## src/rtl/fifo_arb_pkg.sv

```systemverilog
// Shared types and helpers for the FIFO write arbiter.
package fifo_arb_pkg;

  typedef enum logic {
    IDLE  = 1'b0,
    GRANT = 1'b1
  } arb_state_t;

  // Index width that stays legal for a single requester.
  function automatic int unsigned idx_width(input int unsigned n);
    return (n > 1) ? $clog2(n) : 1;
  endfunction

endpackage

```

## src/rtl/rr_select.sv

```systemverilog
// Round-robin pick: first set bit of req searching upward from ptr+1, wrapping.
module rr_select
  import fifo_arb_pkg::*;
#(
  parameter int unsigned N = 4,
  localparam int unsigned IW = idx_width(N)
) (
  input  logic [N-1:0]  req,
  input  logic [IW-1:0] ptr,
  output logic [IW-1:0] idx,
  output logic          any_req
);

  always_comb begin
    idx     = '0;
    any_req = |req;
    // Walk offsets high to low so the smallest offset past ptr is assigned last.
    for (int unsigned k = N; k >= 1; k--) begin
      if (req[IW'((32'(ptr) + k) % N)]) begin
        idx = IW'((32'(ptr) + k) % N);
      end
    end
  end

endmodule

```

## src/rtl/fifo_write_arbiter.sv

```systemverilog
// Burst-granting round-robin arbiter muxing NUM_REQ beat streams into one FIFO write port.
module fifo_write_arbiter
  import fifo_arb_pkg::*;
#(
  parameter int unsigned NUM_REQ    = 4,
  parameter int unsigned DATA_WIDTH = 32,
  parameter int unsigned MAX_BURST  = 16,
  localparam int unsigned IDW  = idx_width(NUM_REQ),
  localparam int unsigned CNTW = $clog2(MAX_BURST) + 1
) (
  input  logic                          wclk,
  input  logic                          wrst,
  input  logic [NUM_REQ-1:0]            req_valid,
  input  logic [NUM_REQ*DATA_WIDTH-1:0] req_data,
  input  logic [NUM_REQ-1:0]            req_last,
  output logic [NUM_REQ-1:0]            req_ready,
  input  logic                          full,
  output logic                          w_en,
  output logic [DATA_WIDTH-1:0]         data_in,
  output logic [IDW-1:0]                grant_id,
  output logic                          busy
);

  arb_state_t            state;
  logic [IDW-1:0]        owner;
  logic [IDW-1:0]        rr_ptr;
  logic [IDW-1:0]        sel_idx;
  logic                  any_req;
  logic                  granted;
  logic                  last_beat;
  logic [CNTW-1:0]       beat_cnt;
  logic [DATA_WIDTH-1:0] lane_data [NUM_REQ];

  for (genvar g = 0; g < NUM_REQ; g++) begin : g_lane
    assign lane_data[g] = req_data[g*DATA_WIDTH +: DATA_WIDTH];
  end

  rr_select #(.N(NUM_REQ)) u_rr_select (
    .req     (req_valid),
    .ptr     (rr_ptr),
    .idx     (sel_idx),
    .any_req (any_req)
  );

  // Reset forces the handshake outputs low in the same cycle, so no beat lands on a reset edge.
  assign granted   = (state == GRANT) && !wrst;
  assign busy      = granted;
  assign w_en      = granted && req_valid[owner] && !full;
  assign data_in   = lane_data[owner];
  assign grant_id  = owner;
  assign last_beat = req_last[owner] || (beat_cnt == CNTW'(MAX_BURST - 1));

  always_comb begin
    req_ready = '0;
    if (granted) begin
      req_ready[owner] = !full;
    end
  end

  // Owner is cleared on release so grant_id reads 0 throughout IDLE.
  always_ff @(posedge wclk) begin
    if (wrst) begin
      state    <= IDLE;
      owner    <= '0;
      rr_ptr   <= IDW'(NUM_REQ - 1);
      beat_cnt <= '0;
    end else begin
      case (state)
        IDLE: begin
          if (any_req) begin
            owner    <= sel_idx;
            beat_cnt <= '0;
            state    <= GRANT;
          end
        end
        GRANT: begin
          if (w_en) begin
            beat_cnt <= beat_cnt + CNTW'(1);
            if (last_beat) begin
              state  <= IDLE;
              rr_ptr <= owner;
              owner  <= '0;
            end
          end
        end
        default: state <= IDLE;
      endcase
    end
  end

endmodule

```

## config.mk

```make
export PLATFORM = sky130hd
export DESIGN_NAME = fifo_write_arbiter
export DESIGN_NICKNAME = d
export VERILOG_FILES = /design/src/rtl/fifo_arb_pkg.sv /design/src/rtl/rr_select.sv /design/src/rtl/fifo_write_arbiter.sv
export SDC_FILE = /design/constraint.sdc
export NUM_CORES = 1
export LEC_CHECK = 0
export CAP_MARGIN = 10
export CORE_MARGIN = 3
export CORE_UTILIZATION = 29
export CTS_CLUSTER_DIAMETER = 200
export DETAILED_ROUTE_END_ITERATION = 8
export PLACE_DENSITY = 0.95
export SYNTH_ARGS = -nofsm -noshare
export SYNTH_HDL_FRONTEND = slang
export SYNTH_HIERARCHICAL = 1
export SYNTH_SLANG_ARGS = --single-unit
```

## constraint.sdc

```tcl
create_clock -name wclk -period 3.2 [get_ports wclk]
set_clock_uncertainty 0.2 [all_clocks]
set_input_delay 0.64 -clock wclk [delete_from_list [all_inputs] [get_ports wclk]]
set_output_delay 0.64 -clock wclk [all_outputs]
set_load 0.005 [all_outputs]
```

Yosys cells after proc, flatten, opt, wreduce, memory -nomap -nowiden --
Cells that the tools add are included.
Operators by class: add/subtract/negate cells 5, order comparisons 7, mux-type cells 33, bitwise operators 3, equality and inequality tests 4, $mul 0, reduce and logical (&&, ||, !) cells 11, div/mod/pow operators 0, shift operators 0
Operator list (count):
- $bmux W32 S2 | 1
- $mux W32 | 2
- $lt A2 B3 Y1 const B | 5
- $mux W2 | 7
- $bmux W1 S2 | 6
- $mux W1 | 10
- $mux W5 | 2
- $pmux W5 S2 | 1
- $reduce_and A3 Y1 | 2
- $add A5 B1 Y5 const B | 1
- $eq A5 B4 Y1 const B | 1
- $add A2 B1 Y2 const B | 2
- $add A2 B2 Y2 const B | 2
- $and A4 B4 Y4 | 1
- $logic_and A1 B1 Y1 | 4
- $mux W4 | 1
- $ne A2 B2 Y1 const B | 2
- $pmux W2 S2 | 1
- $reduce_or A4 Y1 | 1
- $ge A3 B3 Y1 const B | 1
- $not A2 Y3 | 1
- $demux W1 S2 | 1
- $ge A2 B1 Y1 const B | 1
- $logic_not A1 Y1 | 2
- 5 further kinds | 5
Storage, ports and cells: input port bits 139, latch bits 0, output and inout bits 40, memories kept 0, memory bits (writable) 0, word-level logic and storage cells 67, register bits after elaboration 10, memory bits (read-only) 0

Logic depth before layout (Yosys ltp) --
Gate-level depths: netlist of run 1.
depth in word-level cells 9, depth in mapped cells 6, gate-level depth less buffers 5

By module --
The synthesis of run 1 kept the hierarchy.
By module, submodules not included:
- fifo_write_arbiter | cells each 106, times used 1, area an instance 1363.8 sq um, seq. area each 200.2 sq um
- rr_select | cells each 14, times used 1, area an instance 91.3 sq um, seq. area each 0.0 sq um

Worst setup path after synthesis of run 1 --
OpenSTA, ideal clock, no wires.
kind in2out, start point input wrst, end point output req_ready[2], slack 0.819 ns, stages on the path 4, buffers on the path 1, arrival 1.541 ns, required time 2.360 ns, path through nor3b_1 clkbuf_1 nand2_1 nor2_1
On the way: longest elaborated chain between the ends 3
RTL lines:
- from (decl) | RTL line fifo_write_arbiter.sv:12 | input logic wrst,
- $logic_not A1 Y1 | RTL line fifo_write_arbiter.sv:46 | assign granted = (state == GRANT) && !wrst;
- $logic_and A1 B1 Y1 | RTL line fifo_write_arbiter.sv:46
- $mux W4 | RTL line fifo_write_arbiter.sv:55 | if (granted) begin
- to (decl) | RTL line fifo_write_arbiter.sv:16 | output logic [NUM_REQ-1:0] req_ready,
No other way between the ends.

Worst setup path in the final report of run 1 --
start point input req_valid[2], end point output w_en
On the way: longest elaborated chain between the ends 4
RTL lines:
- from (decl) | RTL line fifo_write_arbiter.sv:13 | input logic [NUM_REQ-1:0] req_valid,
- $bmux W1 S2 | RTL line fifo_write_arbiter.sv:48 | assign w_en = granted && req_valid[owner] && !full;
- $mux W1 (not written as such) | RTL line fifo_write_arbiter.sv:48
- $logic_and A1 B1 Y1 (2 in series) | RTL line fifo_write_arbiter.sv:48
- to (decl) | RTL line fifo_write_arbiter.sv:18 | output logic w_en,
No other way between the ends. The select of a mux whose other input is x is not followed.

==> summary.md, run 1 <==
| Metric | Value |
|---|---|
| Post-synth EDFFs | 0 |
| Met1 GRT Util | 0.259 |
| Layout cell share with drive strength beyond 1 | 0.177 |
| Max-slew violations | 0 |
| Most common cell after layout, fill and taps aside | clkdlybuf4s50_1 |
| Reg2reg setup slack | 1.05 ns |
| Final setup vio count | 0 |
| Setup crit end kind | primary output |
| Clock transition at path regs | 0.05 ns |
| Sink Count | 10 |
| Routed wire length | 6.90 mm |
| Startpoint Class | input pin |
| Arrival time at the worst endpoint | 2.26 ns |
| I/O pin cnt | 179 |
| P_leak | 0.00122 µW |
| TNS Setup | 0 ns |
| Max Fanout on Critical Path | 4 |
| Worst Hold Launch | beat_cnt[1] |
| Syn Area/Cell | 12.1 µm² |
| Initial Util | 0.304 |
| Setup Crit Path Kind | input pin to primary output |
| Die area | 5900 µm² |
| Hold path cells | 2 |
| Met3 Use GR | 0.0716 |
| Most frequent cells in the layout | clkdlybuf4s50_1 (178), mux4_2 (34), inv_1 (9), dfxtp_1 (9) |
| Post-synthesis sequential area ratio | 0.138 |
| Top area cells in the synthesized netlist | mux4_2 (53%), dfxtp_1 (14%), inv_1 (2.3%) |
| RSZ-0062 raised after global routing | no |
| Clock buffer depth | 2 |
| Initial DRC count | 56 |
| Post-route DRC violation count | 0 |
| Area share of the largest cell type after synthesis | 0.526 |
| Max-cap viol count | 0 |
| Post-cts resize count | 0 |
| GRT met2 Usage | 0.437 |
| Flops & latches, synth | 10 |
| Worst EP required | 2.36 ns |
| RR Endpoint | grant_id[0] |
| Vias | 1,883 |
| Largest net degree at the start of global routing | 31 |
| Die Wd | 76.8 µm |
| Async S/R FF share, synth | 0 |
| Vias per std cell | 5.14 |
| Grt total ovfl | 0 |
| Routed wire per std cell | 18.8 µm |
| Root Buffer Master | clkbuf_8 |
| YS warnings | 6 |
| Final Core Density | 0.709 |
| Post-route minimum period | 3.10 ns |
| FF-to-FF Start | grant_id[0] |
| Synthesized Nets | 261 |
| Hold endpoint | beat_cnt[1] |
| Gr usage total | 0.234 |
| GPL Wtd Cong | 0.794 |
| Hold Crit Class | register to register |
| Mapped Area | 1460 µm² |
| Vias in the first global route | 2,055 |
| Synth area leader | mux4_2 |
| Final hold vios | 0 |
| Outcome | completed |
| Cell count after synthesis | 120 |
| Gr busiest metal | met2 |
| Fmax achieved | 0.323 GHz |
| Layout Nets | 441 |
| Row cnt | 25 |
| Area Growth Syn to Fin | 133% |
| Hold Buf Count CTS | 0 |
| Drt first pass iters | 4 |
| Peak VDD IR | 166 µV |
| Antenna violations before repair | 0 |
| Tcrit/Tclk final | 0.969 |
| Reg2reg path depth | 5 |
| Post-route antenna net violation count | 0 |
| DP HPWL | 6.01 mm |
| Die Ht | 76.8 µm |
| Synth unique cells | 34 |
| First-pass GRT wire length | 10.7 mm |
| H-tree Lvls | 1 |
| Setup Buffers After CTS | 0 |
| Clk_lat worst skew | 0.25 ns |
| Ys flop type | dfxtp_1 |
| Num CTS Buffers | 3 |
| Port bufs | 178 |
| Diode count | 0 |
| Slew @ Worst Pin | 0.603 ns |
| Rel. slew slack | 0.597 |
| Pwr/cell area | 220 nW/µm² |
| Core Area | 4790 µm² |
| CTS tree | done |
flip-flops by register name, indices dropped and copies added, names as in the netlist:
signal / cells
state: 1
beat_cnt: 5
grant_id: 2
rr_ptr: 2
kinds of logic after synthesis:
| kind of cell | share of synthesized area |
|---|---|
| mux | 0.547 |
| simple gates | 0.126 |
| buf+inv | 0.0671 |
| compound gates | 0.106 |
| flops | 0.138 |
| fa+ha+maj | 0.0172 |
per-layer routing:
metal | part of all wire | routed length [µm] | vias up
li1 | - | - | 856
met2 | 0.54 | 3730 | 102
met5 | 0 | 0 | -
met1 | 0.36 | 2500 | 916
met3 | 0.083 | 574 | 9
met4 | 0.013 | 93 | 0
cell usage after synthesis, drive strengths merged (2+ instances only):
cell type / number
nand3b: 3
mux2i: 3
buf: 6
nand2b: 4
inv: 9
nor2: 8
clkbuf: 6
and3: 5
dfxtp: 10
mux4: 34
a211o: 3
nand2: 2
o41ai: 3
nand3: 3
ha: 2
a21oi: 5
layout make-up:
class | instances | area, µm²
clock buffer | 4 | 55.1
fill | 343 | 1390
inverter | 9 | 33.8
multi-input combinational | 89 | 1160
sequential | 10 | 201
tap | 67 | 83.8
timing repair buffer | 187 | 1860
where the power goes:
part	internal [µW]	total [µW]	switching, µW
logic	323	444	121
clock network	109	168	59.3
registers	129	136	6.50
total	561	748	187
worst max-delay path, cell delays in order:
cell and delay [ns]:
clkdlybuf4s50_1 0.45, mux4_2 0.50, and2_1 0.20, clkdlybuf4s50_1 0.46
per-stage QoR:
stage	std cells	cell area (µm²)	worst slack, ns	power (µW)	hold slack, ns
floorplan	120	1460	0.819	285	0.254
global placement	362	3340	0.130	574	0.263
detailed placement	362	3340	0.105	584	0.306
CTS	366	3390	0.103	754	0.313
global route	366	3390	0.0572	786	0.334
finish	366	3390	0.100	748	0.310
how the worst max path moves through the flow:
| stage | slack, ns | cells past startpoint | to | startpoint |
|---|---|---|---|---|
| after CTS | 0.10 | 4 | w_en | req_valid[2] |
| after detailed placement | 0.10 | 4 | w_en | req_valid[2] |
| after global routing | 0.06 | 4 | w_en | req_valid[2] |
| after floorplan | 0.82 | 4 | req_ready[2] | wrst |
| after global placement | 0.13 | 4 | w_en | req_valid[2] |
| final | 0.10 | 4 | w_en | req_valid[2] |
Power figures use the tool's default switching activity.
==> inputs of run 2 (changes only) <==
- CORE_UTILIZATION: 29 -> 26
- PLACE_DENSITY: 0.95 -> 0.89
==> summary.md, run 2 (synthesis gave the netlist of run 1 again) <==
| Metric | Value |
|---|---|
| Fillers | 451 (+31%) |
| P_leak | 0.00123 µW (+0.69%) |
| Die Ht | 80.8 µm (+5.2%) |
| CTS tree | done |
| Row cnt | 26 (+4.0%) |
| Clock transition at path regs | 0.05 ns (about the same) |
| Fmax achieved | 0.326 GHz (+1.1%) |
| Startpoint Class | input pin |
| Layout Nets | 442 (+0.23%) |
| Max-cap viol count | 0 (unchanged) |
| Final Cell Area | 3420 µm² (+0.70%) |
| Worst EP required | 2.36 ns (about the same) |
| GPL Wtd Cong | 0.765 (-3.7%) |
| Crit path cell chain | clkdlybuf4s50_1, mux4_2, and2_1, clkdlybuf4s50_1 |
| Vias | 1,847 (-1.9%) |
| Largest net degree at the start of global routing | 35 (+13%) |
| Hold Worst Slack | 0.282 ns (-0.0277 ns) |
| Most frequent cells in the layout | clkdlybuf4s50_1 (178), mux4_2 (34), inv_1 (9), dfxtp_1 (9) |
| Max Used Layer | met4 |
| Final setup vio count | 0 (unchanged) |
| Routed wire length | 6.88 mm (-0.17%) |
| Peak VDD IR | 117 µV (-30%) |
| Setup Crit Path Kind | input pin to primary output |
| Num CTS Buffers | 3 (unchanged) |
| Most common cell after layout, fill and taps aside | clkdlybuf4s50_1 |
| Grt total ovfl | 0 (unchanged) |
| Flip-flop count of the largest register after layout | 5 (unchanged) |
| Met2 WL | 3.78 mm (+1.3%) |
| Wl on met1 | 2.38 mm (-4.7%) |
| Sink Count | 10 (unchanged) |
| Post-route DRC violation count | 0 (unchanged) |
| Slowest stage delay, CP | 0.49 ns (about the same) |
| Antenna violations before repair | 0 (unchanged) |
| Routed wire per std cell | 18.6 µm (-1.3%) |
| Layout cell share with drive strength beyond 1 | 0.180 (+0.00274) |
| Tcrit/Tclk final | 0.958 (-0.0106) |
| Most frequent CP cell | clkdlybuf4s50_1 |
| Initial Util | 0.276 (-0.0279) |
| Pwr/cell area | 218 nW/µm² (-1.1%) |
| Max Fanout on Critical Path | 4 (unchanged) |
| Clock buffer depth | 2 (unchanged) |
| Max-slew violations | 0 (unchanged) |
| Initial DRC count | 71 (+27%) |
| DP HPWL | 6.06 mm (+0.95%) |
| Setup crit end kind | primary output |
| Outcome | completed |
| Met3 WL | 637 µm (+11%) |
| Vias per std cell | 4.99 (-3.0%) |
| Area Growth Syn to Fin | 135% |
| Vias in the first global route | 1,883 (-8.4%) |
| Drt first pass iters | 4 (unchanged) |
| Clk_lat worst skew | 0.24 ns (about the same) |
| First-pass GRT wire length | 9.58 mm (-10%) |
| RSZ-0062 raised after global routing | no |
| Post-route minimum period | 3.07 ns (-0.0339 ns) |
| Setup Buffers After CTS | 0 (unchanged) |
| Diode count | 0 (unchanged) |
| Die Wd | 80.8 µm (+5.2%) |
| Hold Crit Class | register to register |
| Core Area | 5270 µm² (+10%) |
| Post-route antenna net violation count | 0 (unchanged) |
| Hold Buf Count CTS | 0 (unchanged) |
| TNS Setup | 0 ns (unchanged) |
| Post-cts resize count | 0 (unchanged) |
| I/O pin cnt | 179 (unchanged) |
| Slew @ Worst Pin | 0.607 ns (+0.00419 ns) |
| Port bufs | 178 (unchanged) |
| Rel. slew slack | 0.594 (-0.00280) |
| DP Area | 3360 µm² (+0.71%) |
| Arrival time at the worst endpoint | 2.23 ns (-0.03 ns) |
| H-tree Lvls | 1 (unchanged) |
| Final hold vios | 0 (unchanged) |
| Root Buffer Master | clkbuf_8 |
| CP max stage cell | mux4_2 |
| Largest Register | beat_cnt |
| Gr usage total | 0.196 (-0.0375) |
| Die area | 6530 µm² (+11%) |
## run 2: cell types whose count changed in the layout (fill, tap and decap cells not counted), sizes merged
cell / delta
buf: +1
## run 2: worst max-delay path: cells and delay by family
kind	cells	cell delay (ns)
buffers and inverters	2	0.90
multiplexers	1	0.49
AND/OR/NAND/NOR	1	0.20
## run 2: power by group
part | switching, µW | internal [µW]
Clock | 53.9 | 109
Sequential | 9.42 | 129
Combinational | 118 | 326
Total | 181 | 564
## run 2: routing by layer
metal / GRT usage / vias to the layer above
li1: - / 859
met1: 0.216 / 880
met2: 0.369 / 101
met3: 0.0521 / 7
met4: 0.0524 / 0
met5: 0 / -
## run 2: worst paths after layout
kind / start / endpoint / slack, ns / depth (start not counted)
max: req_valid[2] / w_en / 0.13 / 4
min reg2reg: beat_cnt[1] / beat_cnt[1] / 0.28 / 2
min: beat_cnt[1] / beat_cnt[1] / 0.28 / 2
max reg2reg: grant_id[0] / grant_id[0] / 1.01 / 4
## run 2: through the flow
stage	total power, µW	instances	setup slack [ns]	util
floorplan	285	120	0.819	-
global placement	578	366	0.141	0.638
detailed placement	589	366	0.133	0.638
CTS	754	370	0.133	0.648
global route	783	370	0.0752	0.648
finish	745	370	0.134	0.648
## run 2: layout make-up
class,instances,area (µm²),area share
repair buffers,188,1880,0.551
multi-input cells,89,1160,0.339
flip-flops and latches,10,201,0.0590
well taps,70,87.6,0.0256
clock buffers,4,55.1,0.0161
inverters,9,33.8,0.00989
